--- src/rtl/conv3d_wprefetch_pkg.sv ---
// Shared types and helpers for the conv3d weight prefetch engine.
package conv3d_wprefetch_pkg;

   typedef enum logic [1:0] {
      ST_IDLE = 2'd0,
      ST_REQ  = 2'd1,
      ST_WAIT = 2'd2,
      ST_DONE = 2'd3
   } state_t;

   localparam int unsigned REM_W = 9;
   localparam int unsigned PTR_W = 8;

   // Byte-per-word shift: log2 of the word size in bytes.
   function automatic int unsigned byte_shift(input int unsigned dw);
      return $clog2(dw / 8);
   endfunction

endpackage

--- src/rtl/conv3d_wprefetch_if.sv ---
// Avalon-MM burst read bus between the weight prefetch engine and memory.
interface conv3d_wprefetch_if #(
   parameter int unsigned AW  = 30,
   parameter int unsigned DW  = 256,
   parameter int unsigned BCW = 5
);

   logic [AW-1:0]  avm_address;
   logic           avm_read;
   logic [BCW-1:0] avm_burstcount;
   logic           avm_waitrequest;
   logic [DW-1:0]  avm_readdata;
   logic           avm_readdatavalid;

   modport master (
      output avm_address, avm_read, avm_burstcount,
      input  avm_waitrequest, avm_readdata, avm_readdatavalid
   );

   modport slave (
      input  avm_address, avm_read, avm_burstcount,
      output avm_waitrequest, avm_readdata, avm_readdatavalid
   );

endinterface

--- src/rtl/conv3d_wprefetch.sv ---
// Weight prefetch engine: bursts cfg_length_w words from memory into the
// on-chip weight buffer starting at address 0, then pulses prefetch_done.
module conv3d_wprefetch
   import conv3d_wprefetch_pkg::*;
#(
   parameter int unsigned AW        = 30,
   parameter int unsigned DW        = 256,
   parameter int unsigned MAX_BURST = 16,
   parameter int unsigned BCW       = 5
) (
   input  logic                     clk,
   input  logic                     rst,
   input  logic                     cfg_prefetch,
   input  logic [AW-1:0]            cfg_waddr,
   input  logic [7:0]               cfg_length_w,
   conv3d_wprefetch_if.master       avm,
   output logic                     wbuf_we,
   output logic [PTR_W-1:0]         wbuf_addr,
   output logic [DW-1:0]            wbuf_data,
   output logic                     prefetch_busy,
   output logic                     prefetch_done
);

   localparam int unsigned      SH       = byte_shift(DW);
   localparam logic [AW-1:0]    LOW_MASK = AW'((64'd1 << SH) - 64'd1);
   localparam logic [REM_W-1:0] MAX_BC   = REM_W'(MAX_BURST);

   state_t           state_q, state_d;
   logic [AW-1:0]    addr_q, addr_d;
   logic [REM_W-1:0] rem_q, rem_d;
   logic [PTR_W-1:0] ptr_q, ptr_d;
   logic [BCW-1:0]   beat_q, beat_d;

   logic             read_q, read_d;
   logic [AW-1:0]    address_q, address_d;
   logic [BCW-1:0]   bcount_q, bcount_d;
   logic             we_q, we_d;
   logic [PTR_W-1:0] waddr_q, waddr_d;
   logic [DW-1:0]    wdata_q, wdata_d;
   logic             busy_q, busy_d;
   logic             done_q, done_d;

   logic [AW-1:0]    base_addr;
   logic [REM_W-1:0] cfg_len9;

   function automatic logic [BCW-1:0] burst_of(input logic [REM_W-1:0] r);
      return (r > MAX_BC) ? MAX_BC[BCW-1:0] : r[BCW-1:0];
   endfunction

   assign base_addr = cfg_waddr & ~LOW_MASK;
   assign cfg_len9  = {1'b0, cfg_length_w};

   always_ff @(posedge clk or posedge rst) begin
      if (rst) begin
         state_q   <= ST_IDLE;
         addr_q    <= '0;
         rem_q     <= '0;
         ptr_q     <= '0;
         beat_q    <= '0;
         read_q    <= 1'b0;
         address_q <= '0;
         bcount_q  <= '0;
         we_q      <= 1'b0;
         waddr_q   <= '0;
         wdata_q   <= '0;
         busy_q    <= 1'b0;
         done_q    <= 1'b0;
      end else begin
         state_q   <= state_d;
         addr_q    <= addr_d;
         rem_q     <= rem_d;
         ptr_q     <= ptr_d;
         beat_q    <= beat_d;
         read_q    <= read_d;
         address_q <= address_d;
         bcount_q  <= bcount_d;
         we_q      <= we_d;
         waddr_q   <= waddr_d;
         wdata_q   <= wdata_d;
         busy_q    <= busy_d;
         done_q    <= done_d;
      end
   end

   // Avalon request fields are loaded on every transition into REQ so they
   // come straight from flops and stay frozen across waitrequest stalls.
   always_comb begin
      state_d   = state_q;
      addr_d    = addr_q;
      rem_d     = rem_q;
      ptr_d     = ptr_q;
      beat_d    = beat_q;
      read_d    = read_q;
      address_d = address_q;
      bcount_d  = bcount_q;
      we_d      = 1'b0;
      waddr_d   = waddr_q;
      wdata_d   = wdata_q;
      done_d    = 1'b0;

      case (state_q)
         ST_IDLE: begin
            if (cfg_prefetch) begin
               addr_d = base_addr;
               rem_d  = cfg_len9;
               ptr_d  = '0;
               if (cfg_length_w == 8'd0) begin
                  state_d = ST_DONE;
               end else begin
                  state_d   = ST_REQ;
                  read_d    = 1'b1;
                  address_d = base_addr;
                  bcount_d  = burst_of(cfg_len9);
               end
            end
         end
         ST_REQ: begin
            if (!avm.avm_waitrequest) begin
               read_d  = 1'b0;
               beat_d  = bcount_q;
               rem_d   = rem_q - REM_W'(bcount_q);
               addr_d  = addr_q + (AW'(bcount_q) << SH);
               state_d = ST_WAIT;
            end
         end
         ST_WAIT: begin
            if (avm.avm_readdatavalid) begin
               we_d    = 1'b1;
               waddr_d = ptr_q;
               wdata_d = avm.avm_readdata;
               ptr_d   = ptr_q + PTR_W'(1);
               beat_d  = beat_q - BCW'(1);
               if (beat_q == BCW'(1)) begin
                  if (rem_q != '0) begin
                     state_d   = ST_REQ;
                     read_d    = 1'b1;
                     address_d = addr_q;
                     bcount_d  = burst_of(rem_q);
                  end else begin
                     state_d = ST_DONE;
                  end
               end
            end
         end
         ST_DONE: begin
            done_d  = 1'b1;
            state_d = ST_IDLE;
         end
         default: state_d = ST_IDLE;
      endcase

      busy_d = (state_d != ST_IDLE);
   end

   assign avm.avm_read       = read_q;
   assign avm.avm_address    = address_q;
   assign avm.avm_burstcount = bcount_q;
   assign wbuf_we            = we_q;
   assign wbuf_addr          = waddr_q;
   assign wbuf_data          = wdata_q;
   assign prefetch_busy      = busy_q;
   assign prefetch_done      = done_q;

endmodule

--- src/flat_wrapper.sv ---
// flat-port wrapper written by rule: the top's interface ports become plain ports
module conv3d_wprefetch_flat import conv3d_wprefetch_pkg::*;
#(
   parameter int unsigned AW        = 30,
   parameter int unsigned DW        = 256,
   parameter int unsigned MAX_BURST = 16,
   parameter int unsigned BCW       = 5
)
  (clk, rst, cfg_prefetch, cfg_waddr, cfg_length_w, wbuf_we, wbuf_addr, wbuf_data, prefetch_busy, prefetch_done, avm_avm_address, avm_avm_read, avm_avm_burstcount, avm_avm_waitrequest, avm_avm_readdata, avm_avm_readdatavalid);
  conv3d_wprefetch_if #(.AW(AW), .DW(DW), .BCW(BCW)) avm_i ();
  input  logic clk;
  input  logic rst;
  input  logic cfg_prefetch;
  input  logic [AW-1:0] cfg_waddr;
  input  logic [7:0] cfg_length_w;
  output logic wbuf_we;
  output logic [PTR_W-1:0] wbuf_addr;
  output logic [DW-1:0] wbuf_data;
  output logic prefetch_busy;
  output logic prefetch_done;
  output wire logic [$bits(avm_i.avm_address)-1:0] avm_avm_address;
  output wire logic [$bits(avm_i.avm_read)-1:0] avm_avm_read;
  output wire logic [$bits(avm_i.avm_burstcount)-1:0] avm_avm_burstcount;
  input wire logic [$bits(avm_i.avm_waitrequest)-1:0] avm_avm_waitrequest;
  input wire logic [$bits(avm_i.avm_readdata)-1:0] avm_avm_readdata;
  input wire logic [$bits(avm_i.avm_readdatavalid)-1:0] avm_avm_readdatavalid;
  assign avm_avm_address = avm_i.avm_address;
  assign avm_avm_read = avm_i.avm_read;
  assign avm_avm_burstcount = avm_i.avm_burstcount;
  assign avm_i.avm_waitrequest = avm_avm_waitrequest;
  assign avm_i.avm_readdata = avm_avm_readdata;
  assign avm_i.avm_readdatavalid = avm_avm_readdatavalid;
  conv3d_wprefetch #(.AW(AW), .DW(DW), .MAX_BURST(MAX_BURST), .BCW(BCW)) u_core (.clk(clk), .rst(rst), .cfg_prefetch(cfg_prefetch), .cfg_waddr(cfg_waddr), .cfg_length_w(cfg_length_w), .avm(avm_i), .wbuf_we(wbuf_we), .wbuf_addr(wbuf_addr), .wbuf_data(wbuf_data), .prefetch_busy(prefetch_busy), .prefetch_done(prefetch_done));
endmodule
--- config.mk ---
export PLATFORM = sky130hd
export DESIGN_NAME = conv3d_wprefetch_flat
export DESIGN_NICKNAME = d
export VERILOG_FILES = /design/src/rtl/conv3d_wprefetch_pkg.sv /design/src/rtl/conv3d_wprefetch_if.sv /design/src/rtl/conv3d_wprefetch.sv /design/src/flat_wrapper.sv
export SDC_FILE = /design/constraint.sdc
export NUM_CORES = 1
export LEC_CHECK = 0
export CAP_MARGIN = 25
export CORE_AREA = 2 2 235 237
export CTS_CLUSTER_DIAMETER = 60
export DETAILED_ROUTE_END_ITERATION = 12
export DIE_AREA = 0 0 237 239
export DONT_BUFFER_PORTS = 1
export PLACE_DENSITY_LB_ADDON = 0.1
export SLEW_MARGIN = 20
export SYNTH_ARGS = -nofsm -noshare
export SYNTH_HDL_FRONTEND = slang
export SYNTH_SLANG_ARGS = --single-unit
export TNS_END_PERCENT = 20
--- constraint.sdc ---
create_clock -name clk -period 14.67 [get_ports clk]
set_input_delay 1.467 -clock clk [delete_from_list [all_inputs] [get_ports clk]]
set_output_delay 1.467 -clock clk [all_outputs]
set_load 0.1 [all_outputs]
# After elaboration in Yosys (flattened, before gate mapping)

Cells that the tools add are included.

Register bits after elaboration: 357
Output and inout bits: 303

Add/sub/neg operators: 4
Magnitude comparators: 2
Equality and inequality tests: 10
Muxes and demuxes: 43
Reductions and logical operators: 14

Operator list:

| kind                | number |
|---|---|
| $mux 30             | 7 |
| $pmux 30 s2         | 2 |
| $mux 5              | 9 |
| $add 30x10->30      | 1 |
| $pmux 5 s2          | 2 |
| $mux 9              | 2 |
| $pmux 9 s2          | 1 |
| $mux 8              | 2 |
| $pmux 8 s2          | 1 |
| $mux 2              | 6 |
| $gt 9x5->1 const B  | 1 |
| $mux 1              | 9 |
| $reduce_and 3->1    | 3 |
| $reduce_bool 9->1   | 1 |
| $sub 9x5->9         | 1 |
| $add 8x1->8 const B | 1 |
| $gt 8x5->1 const B  | 1 |
| $logic_not 8->1     | 1 |
| $ne 2x2->1 const B  | 4 |
| $pmux 2 s4          | 1 |
| $reduce_bool 2->1   | 4 |
| $reduce_and 7->1    | 1 |
| $reduce_and 6->1    | 1 |
| $eq 5x1->1 const B  | 1 |
| other kinds (8)     | 10 |

# Logic depth before layout (Yosys ltp)

Gate-level depths: netlist (run 1).

Depth in word-level cells: 6
Depth in mapped cells: 10
Depth with buffers taken out: 9

# Worst setup path after synthesis (run 1)

OpenSTA, ideal clock, no wires.

Path kind: input to register
Start point: input cfg_length_w[5]
End point: register u_core.bcount_q[4], in the netlist u_core.avm.avm_burstcount[4]
Library setup time: 0.095 ns
Arrival: 2.816 ns
Required time: 14.575 ns
Path slack: 11.759 ns
Stages: 7
Path buffers: 1
Path through: nor4_1 -> a21oi_1 -> or2_2 -> o2111ai_4 -> clkbuf_1 -> nand2_1 -> o31ai_1

Word-level cells in the longest chain between the ends: 5
Elaborated cells between the ends (all ways): 8

Ends and longest elaborated chain:

| what                   | line                    | RTL |
|---|---|---|
| start: declaration     | flat_wrapper.sv:15      | `input logic [7:0] cfg_length_w;` |
| $gt 8x5->1             | conv3d_wprefetch.sv:47  | `return (r > MAX_BC) ? MAX_BC[BCW-1:0] : r[BCW-1:0];` |
| $mux 5                 | conv3d_wprefetch.sv:47  |  |
| $mux 5                 | conv3d_wprefetch.sv:107 | `if (cfg_length_w == 8'd0) begin` |
| $mux 5                 | conv3d_wprefetch.sv:103 | `if (cfg_prefetch) begin` |
| $pmux 5 s2             | conv3d_wprefetch.sv:101 | `case (state_q)` |
| end signal: assignment | conv3d_wprefetch.sv:76  | `bcount_q <= bcount_d;` |
| end: declaration       | conv3d_wprefetch.sv:36  | `logic [BCW-1:0] bcount_q, bcount_d;` |

Parallel ways exist; a longest one is shown, timed or not. The select of a mux whose other input is x is not followed.
A chain may end at the register's enable or synchronous reset.

# Worst setup path after layout (run 1)

Start point: input avm_avm_readdatavalid
End point: register u_core.wdata_q[34], in the netlist u_core.wbuf_data[34]

Word-level cells in the longest chain between the ends: 1

Ends and longest elaborated chain:

| what                       | line                   | RTL |
|---|---|---|
| start: declaration         | flat_wrapper.sv:26     | `input wire logic [$bits(avm_i.avm_readdatavalid)-1:0] avm_avm_readdatavalid;` |
| $reduce_and 2->1 (no line) | --                     |  |
| end signal: assignment     | conv3d_wprefetch.sv:79 | `wdata_q <= wdata_d;` |
| end: declaration           | conv3d_wprefetch.sv:39 | `logic [DW-1:0] wdata_q, wdata_d;` |

No other way between the ends.

==> impl_metrics.yaml, run 1 <==
status:
  outcome: "completed"
place:
  io_buffers: 0
  dp_hpwl_mm: 33.9
  place.gp.congestion: 0.777
route:
  first_pass_iters: 5
  wirelength_mm: 48.3
  routed_via_density: 4.63
  wire_per_inst_um: 20.5
  drt_iter0_drc: 617
  num_vias: 10894
  drc: 0
  ant_nets: 0
timing:
  rsz0062_at_grt: "no"
  slew_viol_final: 0
  skew_ns: 0.0132
  period_minus_slack_ns: 3.56
  tightest_slew_ns: 1.05
  hold_viol: 0
  fmax_ghz: 0.281
  finalCritPeriodShare_pct: 24.3
  slew_headroom_pct: 29.9
  final.setup.tns_ns: 0
  setup_viol: 0
global_routing:
  antenna_found_initial: 3
  grt_usage_pct: 16.3
  grt_remaining_overflow: 0
  grt_max_degree: 202
  grt_pass1_wl_mm: 70.1
  first_global_vias: 10669
clocking:
  cts_max_level: 2
  holdBufCountCts: 0
  cts_buffers: 44
  post_cts_buffers: 0
  cts_root_buffer: "clkbuf_16"
  insertion_delay_ns: 0.56
  tritoncts: "yes"
  cts_max_path_buffers: 3
  clkTransAtPathRegs_ns: 0.06
  post_cts_resized: 0
  cts_sinks: 347
logic_synthesis:
  syn_area_um2: 14400
  synth_ff_type: "dfrtp_1"
  yosysWarnings: 0
  ys_ff_latch: 347
  async_flop_share_pct: 100
  synth_top_area_share_pct: 60.1
  yosysUniqueCellTypes: 53
  ys_seq_area_share_pct: 60.1
  netlist_instances: 1634
  ys_top_cells_by_area: "dfrtp_1 (60%), nand2_1 (22%), clkbuf_1 (2.1%)"
  synthTopCellsByCount: "nand2_1 (858), dfrtp_1 (347), clkbuf_1 (79), o21ai_0 (50), a21oi_1 (48)"
  syn_avg_cell_area_um2: 8.84
  synth_edf_count: 0
  synth_top_area_cell: "dfrtp_1"
  post-synth-top-count-cell: "nand2_1"
floorplanning:
  coreArea_um2: 54300
  die_h_um: 239
  die-area_um2: 56600
  fp-row-count: 86
  start_util_pct: 26.6
  io_pins: 602
  die_w_um: 237
setup_path:
  cp-endpoint: "u_core.wbuf_data[34]"
  startpoint: "avm_avm_readdatavalid"
  arrival_ns: 4.04
  end_kind: "flip-flop"
  slowest_stage: "buf_4"
  worstPathRequired_ns: 15.16
  reg2reg_slack_ns: 11.33
  path_cells: "nand3b_1 > buf_4 > inv_8 > buf_4 > nand2_1 > nand2_1"
  path_max_fanout: 128
  worstSetupStartpointType: "input pin"
  reg2regPathDepth: 6
  rr_startpoint: "u_core.state_q[1]"
  critPathKind: "input pin to flip-flop"
  r2r-end: "u_core.wbuf_data[34]"
  max_stage_delay_ns: 0.82
min_path:
  holdCritPathClass: "flip-flop to flip-flop"
cells_and_area:
  fillers: 5718
  area_growth_pct: 14.6
  drive_gt1_share_pct: 6.26
  multi_input_comb_area_um2: 5370
  layout.nets: 1928
  seq_area_um2: 8680
run:
  max_cap_violations: 0
## state kept, by name, summed over array words and instances, names as in the netlist
register                   flops
u_core.prefetch_busy           1
u_core.beat_q                  5
u_core.state_q                 2
u_core.addr_q                 25
u_core.avm.avm_burstcount      5
u_core.wbuf_data             256
u_core.avm.avm_address        25
u_core.prefetch_done           1
u_core.rem_q                   9
u_core.wbuf_we                 1
u_core.ptr_q                   8
u_core.avm.avm_read            1
u_core.wbuf_addr               8
## critical path: cells and delay by family
| kind | cells | cell delay, ns |
|---|---|---|
| and+or+nand+nor | 3 | 0.45 |
| buffers and inverters | 3 | 1.69 |
## cells in the final DEF, fill, tap and decap left out, drive strengths merged, types with 4 or more instances in the layout
cell	Yosys	routed
nand2	858	858
dfrtp	347	347
clkbuf	79	60
o21ai	53	53
a21oi	48	48
nor2	34	34
mux2i	23	23
buf	13	22
inv	14	17
nor3	16	16
nand3	13	13
ha	13	13
o22ai	9	9
clkinv	0	9
a211oi	8	8
a31oi	7	7
a21o	6	6
and3	6	6
xnor2	6	6
nand2b	6	6
or2	5	5
conb	1	5
clkinvlp	0	5
nor2b	5	5
nand4	5	5
a22oi	4	4
nor4	4	4
or3	4	4
o22a	4	4
## stage by stage
step           hold slack, ns  area [um2]  cells  util, %  setup slack [ns]
6_report                0.499       16600   2352     30.5             11.11
3_3_place_gp            0.490       15200   2270     27.9             10.51
5_1_grt                 0.549       16600   2352     30.5             10.94
2_1_floorplan           0.459       14500   1638        -              3.58
3_5_place_dp            0.493       15200   2272     28.0             10.48
4_1_cts                 0.513       16500   2349     30.5             11.09
## cell type report
type | count | share of cell area (%)
antenna | 3 | 0.0453
timing repair buffer | 22 | 1.15
tap | 704 | 5.32
multi-input combinational | 1185 | 32.4
inverter | 14 | 0.408
sequential | 347 | 52.4
clock inverter | 17 | 0.710
clock buffer | 60 | 7.50
## kinds of logic after synthesis
logic type | after synthesis | share of synthesized area, %
other cells | 1 | 0.0260
mux | 23 | 1.59
simple gates | 969 | 26.4
flops | 347 | 60.1
xor+xnor | 9 | 0.546
compound gates | 164 | 6.95
fa+ha+maj | 15 | 1.40
buf+inv | 106 | 2.94
## how the worst min path moves through the flow
stage,from,end,depth (start not counted)
2_1_floorplan,u_core.ptr_q[7],u_core.wbuf_addr[7],2
3_3_place_gp,u_core.ptr_q[7],u_core.wbuf_addr[7],2
3_5_place_dp,u_core.ptr_q[7],u_core.wbuf_addr[7],2
4_1_cts,u_core.ptr_q[7],u_core.wbuf_addr[7],2
5_1_grt,u_core.ptr_q[7],u_core.wbuf_addr[7],2
6_report,u_core.ptr_q[7],u_core.wbuf_addr[7],2
## per-layer routing
| metal | wire, um | global-route usage (%) | vias to the layer above |
|---|---|---|---|
| met2 | 22900 | 26.2 | 440 |
| li1 | - | - | 5180 |
| met1 | 18900 | 19.6 | 5206 |
| met4 | 1300 | 5.26 | 0 |
| met5 | 0 | 0 | - |
| met3 | 5130 | 7.10 | 68 |
Power of run 1 is left out: the tool's default activity adds up to more than one toggle a clock period on the data nets, which glitch-free logic cannot reach.
==> run 2: changes to the inputs <==
ABC_AREA = 1   (was default)
clock period = 2.92 ns   (was 14.67 ns; I/O delays follow)
==> run 2 against run 1 <==
Wire length grew 14%; sequential share of layout area decreased by 9.7 points; final cell count rose by 24%; area after synthesis rose by 4.5%; design area rose by 23%; count of clock-buffer cells in the layout up 3; core utilization grew 6.9 points; critical path depth is 2 higher; first-iteration DRC count increased by 39%; global-route usage is 2.3 points higher.
==> impl_metrics.yaml, run 2 <==
status:
  outcome: "completed"
logic_synthesis:
  synthTopCellsByCount: "nand2_1 (1074), dfrtp_1 (347), nand3_1 (85), inv_1 (80), nor2_1 (74)"
  synth_ff_type: "dfrtp_1"
  ys_top_cells_by_area: "dfrtp_1 (58%), nand2_1 (27%), nand3_1 (2.8%)"
  ys_ff_latch: 347
  yosysWarnings: 0
  synth_edf_count: 0
  syn_avg_cell_area_um2: 7.93
  synthAdderAreaFrac_pct: 1.34
  yosysUniqueCellTypes: 31
  synth_top_area_cell: "dfrtp_1"
  ys_seq_area_share_pct: 57.5
  synth_top_area_share_pct: 57.5
  synth_top_family_by_area: "simple AND/OR/NAND/NOR gates"
  muxShareOfSynthArea_pct: 0
  post-synth-top-count-cell: "nand2_1"
  netlist_instances: 1902
  synth_compound_gate_area_share_pct: 3.44
  synth-xor-area-share_pct: 0.348
  yosys.area_share.simple_pct: 32.3
  async_flop_share_pct: 100
  syn_area_um2: 15100
timing:
  skew_ns: 0.0201
  fmax_ghz: 0.433
  finalCritPeriodShare_pct: 79.1
  tightest_slew_ns: 1.08
  hold_viol: 0
  setup_viol: 0
  period_minus_slack_ns: 2.31
  hold-worst-slack_ns: 0.0269
  slew_headroom_pct: 27.7
  slew_viol_final: 0
  rsz0062_at_grt: "no"
setup_path:
  slowest_stage: "dfrtp_1"
  worstPathRequired_ns: 3.42
  arrival_ns: 2.81
  cp_top_family: "simple AND/OR/NAND/NOR gates"
  path_common_cell: "nand2_1"
  path_max_fanout: 33
  reg2reg_slack_ns: 0.61
  critPathKind: "flip-flop to flip-flop"
  path_cells: "inv_1 > nand2_2 > inv_2 > nand2_4 > nand2_1 > buf_4 > nand3_1 > nand2_1"
  crit_buf_inv: 3
  end_kind: "flip-flop"
  worstSetupStartpointType: "flip-flop"
  max_stage_delay_ns: 0.39
global_routing:
  grt_remaining_overflow: 0
  grt_pass1_wl_mm: 81.6
  grt_usage_pct: 18.6
  first_global_vias: 13271
  grt_max_degree: 148
  antenna_found_initial: 4
route:
  drc: 0
  num_vias: 13236
  ant_nets: 0
  drt_iter0_drc: 855
  first_pass_iters: 5
  wirelength_mm: 55.0
  wire_per_inst_um: 18.9
  routed_via_density: 4.54
clocking:
  post_cts_resized: 0
  cts_root_buffer: "clkbuf_16"
  clkTransAtPathRegs_ns: 0.05
  post_cts_buffers: 0
  cts_max_level: 2
  cts_buffers: 48
  cts_max_path_buffers: 3
  insertion_delay_ns: 0.56
  cts_sinks: 347
  tritoncts: "yes"
cells_and_area:
  fillers: 5544
  most-common-layout-cells: "nand2_1 (1073), dfrtp_1 (347), dlygate4sd3_1 (291)"
  largest_reg_flops: 256
  stdcell_area_um2: 20300
  layout.nets: 2491
  area_growth_pct: 34.6
  drive_gt1_share_pct: 5.25
  layout_commonest_cell: "nand2_1"
floorplanning:
  die_w_um: 237
  start_util_pct: 27.8
  die_h_um: 239
  coreArea_um2: 54300
  io_pins: 602
  fp-row-count: 86
  die-area_um2: 56600
place:
  io_buffers: 0
  place.gp.congestion: 0.783
  postPlaceCellArea_um2: 15800
  dp_hpwl_mm: 37.7
min_path:
  holdCritPathClass: "input pin to flip-flop"
run:
  max_cap_violations: 0
-- run 2: cell count changes after synthesis, moves of 6 or more --
cell / delta
clkbuf_1: -48
inv_1: +67
o21ai_0: +13
buf_2: +49
nand2b_1: -6
a211oi_1: -7
nor3_1: -9
a21oi_1: -28
mux2i_1: -23
nand2_1: +216
nor2_1: +40
a21o_1: -6
nand3_1: +72
-- run 2: final cells by class --
class / count / area, um2 / area share (%)
multi-input cells: 1381 / 5700 / 28.1
repair buffers: 316 / 3180 / 15.6
well taps: 704 / 881 / 4.34
clock inverters: 20 / 188 / 0.924
flip-flops and latches: 347 / 8680 / 42.8
diodes: 3 / 7.51 / 0.0370
inverters: 83 / 315 / 1.55
clock buffers: 63 / 1360 / 6.69
-- run 2: cell families (layout without fill, tap and decap cells) --
group / count (synthesis) / count (layout)
AOI/OAI and AO/OA: 98 / 98
xor gates and xnor gates: 6 / 6
adders and majority gates: 15 / 15
buffers and inverters: 178 / 482
DFF: 347 / 347
other: 1 / 8
and+or+nand+nor: 1257 / 1257
-- run 2: timing repair --
| item | 4_1_cts | 5_1_grt |
|---|---|---|
| hold buffers | 291 | 0 |
| endpoints found under the setup margin | 0 | 0 |
| endpoints found under the hold margin | 633 | 0 |
-- run 2: layer usage --
| metal | up-vias | part of all wire (%) | GRT usage (%) | wire (um) |
|---|---|---|---|---|
| li1 | 6391 | - | - | - |
| met1 | 6293 | 39 | 22.1 | 21700 |
| met2 | 451 | 49 | 31.1 | 26800 |
| met3 | 99 | 8.9 | 6.65 | 4920 |
| met4 | 2 | 3.0 | 6.62 | 1660 |
| met5 | - | 0.020 | 0 | 11 |
-- run 2: worst register-to-register path: stages, from the launching register on --
cell and delay (ns):
dfrtp_1 0.39, inv_1 0.17, nand2_2 0.13, inv_2 0.31
nand2_4 0.33, nand2_1 0.28, buf_4 0.39, nand3_1 0.16
nand2_1 0.09
-- run 2: stage by stage --
stage / utilization (%) / setup WS, ns / setup TNS, ns / std cells
after floorplan: - / -2.02 / -699.71 / 1906
final: 37.4 / 0.611 / 0 / 2917
after global placement: 29.1 / 0.647 / 0 / 2540
after detailed placement: 29.1 / 0.603 / 0 / 2540
after CTS: 37.4 / 0.574 / 0 / 2914
after global routing: 37.4 / 0.368 / 0 / 2916
-- run 2: final timing paths --
| kind | start | endpoint | cells past startpoint |
|---|---|---|---|
| max | u_core.state_q[0] | u_core.avm.avm_burstcount[2] | 8 |
| min | cfg_waddr[27] | u_core.avm.avm_address[27] | 4 |
| max reg2reg | u_core.state_q[0] | u_core.avm.avm_burstcount[2] | 8 |
| min in group asynchronous | rst | u_core.wbuf_addr[4] | 2 |
| min reg2reg | u_core.wbuf_addr[3] | u_core.wbuf_addr[3] | 2 |
| max in group asynchronous | rst | u_core.wbuf_data[168] | 3 |
Power of run 2 is left out for the same reason.
==> run 3: changes to the inputs <==
CORE_AREA = 2 2 233 235   (was 2 2 235 237)
DIE_AREA = 0 0 235 237   (was 0 0 237 239)
clock period = 2.4 ns   (was 2.92 ns; I/O delays follow)
==> run 3 against run 2 <==
Largest cell class unchanged; sequential cell count did not move; fmax increased by 9.1%; critical path type unchanged; global-route usage up 0.73 points.
==> impl_metrics.yaml, run 3 (same netlist as run 2, synthesis figures left out) <==
timing:
  timing.final.ws_setup_ns: 0.282
  skew_ns: 0.0177
  period_minus_slack_ns: 2.12
  fmax_ghz: 0.472
  hold-worst-slack_ns: 0.0376
  finalCritPeriodShare_pct: 88.2
  setup_viol: 0
  hold_viol: 0
  slew_viol_final: 0
  tightest_slew_ns: 0.953
  rsz0062_at_grt: "no"
  slew_headroom_pct: 36.4
place:
  postPlaceCellArea_um2: 16800
  place.gp.congestion: 0.819
  io_buffers: 0
  dp_slack_ns: 0.312
  dp_hpwl_mm: 38.3
global_routing:
  grt_remaining_overflow: 0
  grt_use_met3_pct: 6.19
  first_global_vias: 13824
  grt_usage_pct: 19.3
  antenna_found_initial: 2
  grtUsageMet2_pct: 32.4
  grt_max_degree: 117
  use_met1_pct: 23.5
  top_usage_layer: "met2"
  grt_pass1_wl_mm: 84.4
floorplanning:
  die_h_um: 237
  io_pins: 602
  coreArea_um2: 53300
  die-area_um2: 55700
  die_w_um: 235
  start_util_pct: 28.3
  fp-row-count: 85
route:
  wire_per_inst_um: 18.1
  drt_iter0_drc: 730
  num_vias: 13641
  ant_nets: 0
  first_pass_iters: 5
  routed_via_density: 4.49
  drc: 0
  wirelength_mm: 55.0
setup_path:
  slowest_stage: "dfrtp_1"
  path_max_fanout: 9
  rr_startpoint: "u_core.addr_q[5]"
  end_kind: "flip-flop"
  max_stage_delay_ns: 0.40
  path_cells: "ha_1 > fa_1 > nand2_1 > nand2_1 > nand3_1 > nand2_1 > nand2_1 > nand2_1 > nand2_1 > nand2_1 > nand2_1 > inv_1"
  cp_top_family: "simple AND/OR/NAND/NOR gates"
  reg2reg_slack_ns: 0.28
  r2r-end: "u_core.addr_q[21]"
  critPathKind: "flip-flop to flip-flop"
  path_common_cell: "nand2_1"
  worstSetupStartpointType: "flip-flop"
  arrival_ns: 2.57
  worstPathRequired_ns: 2.85
  reg2regPathDepth: 12
  crit_buf_inv: 1
clocking:
  cts_max_level: 2
  clkTransAtPathRegs_ns: 0.05
  cts_max_path_buffers: 3
  insertion_delay_ns: 0.58
  cts_root_buffer: "clkbuf_16"
  cts_buffers: 47
  cts_sinks: 347
  tritoncts: "yes"
cells_and_area:
  layout.nets: 2619
  fillers: 5405
  most-common-layout-cells: "nand2_1 (1073), dfrtp_1 (347), dlygate4sd3_1 (293)"
  area_growth_pct: 41.7
  drive_gt1_share_pct: 10.4
  largest_reg_flops: 256
  stdcell_area_um2: 21400
  multi_input_comb_area_um2: 5700
  seq_area_um2: 8680
  layout_commonest_cell: "nand2_1"
min_path:
  holdPathStages: 4
  holdCritPathClass: "input pin to flip-flop"
  holdPathEnd: "u_core.avm.avm_address[21]"
  hold_path.startpoint: "cfg_waddr[21]"
run:
  max_cap_violations: 0
status:
  outcome: "completed"
==> run 3: cell count changes in the layout (fill, tap and decap cells not counted), sizes merged <==
cell,previous run,this run
inv,90,86
diode,3,1
clkinv,10,5
dlygate4sd3,291,293
bufinv,2,3
buf,25,152
clkbuf,63,68
clkinvlp,1,8
==> run 3: through the flow <==
stage	instances	util, %	setup TNS, ns
after detailed placement	2659	31.6	0
after CTS	3039	40.1	0
final	3040	40.1	0
after global routing	3040	40.1	0
after floorplan	1906	-	-862.10
after global placement	2659	31.6	0
==> run 3: cell type report <==
| class | instances | share of cell area [%] |
|---|---|---|
| diodes | 1 | 0.0117 |
| clock buffers | 68 | 6.49 |
| clock inverters | 19 | 1.04 |
| inverters | 83 | 1.47 |
| multi-input cells | 1381 | 26.6 |
| flip-flops and latches | 347 | 40.6 |
| well taps | 696 | 4.07 |
| repair buffers | 445 | 19.6 |
==> run 3: worst min-delay path, cell delays in order <==
cell	delay, ns
nand2_1	0.03
o21ai_0	0.12
nand3_1	0.11
nand2_1	0.07
==> run 3: repair_timing <==
action                                  in CTS  in global routing
setup buffers                                0                  0
endpoints found under the setup margin       0                  0
hold buffers                               293                  0
endpoints found under the hold margin      392                  0
resized for setup                            0                  0
==> run 3: worst max path at each step <==
stage	to	startpoint	slack [ns]	cells past startpoint
floorplan	u_core.addr_q[10]	rst	-2.48	1
global placement	u_core.addr_q[11]	u_core.avm.avm_burstcount[0]	0.32	10
detailed placement	u_core.addr_q[11]	u_core.avm.avm_burstcount[0]	0.31	10
CTS	u_core.addr_q[11]	u_core.addr_q[5]	0.29	10
global route	u_core.addr_q[21]	u_core.addr_q[5]	0.06	12
finish	u_core.addr_q[21]	u_core.addr_q[5]	0.28	12
==> run 3: per-layer routing <==
layer | wire length (um) | share of wire [%]
met4 | 1700 | 3.1
met2 | 26600 | 48
met1 | 22300 | 40
met5 | 9 | 0.016
met3 | 4390 | 8.0
Power of run 3 is left out for the same reason.
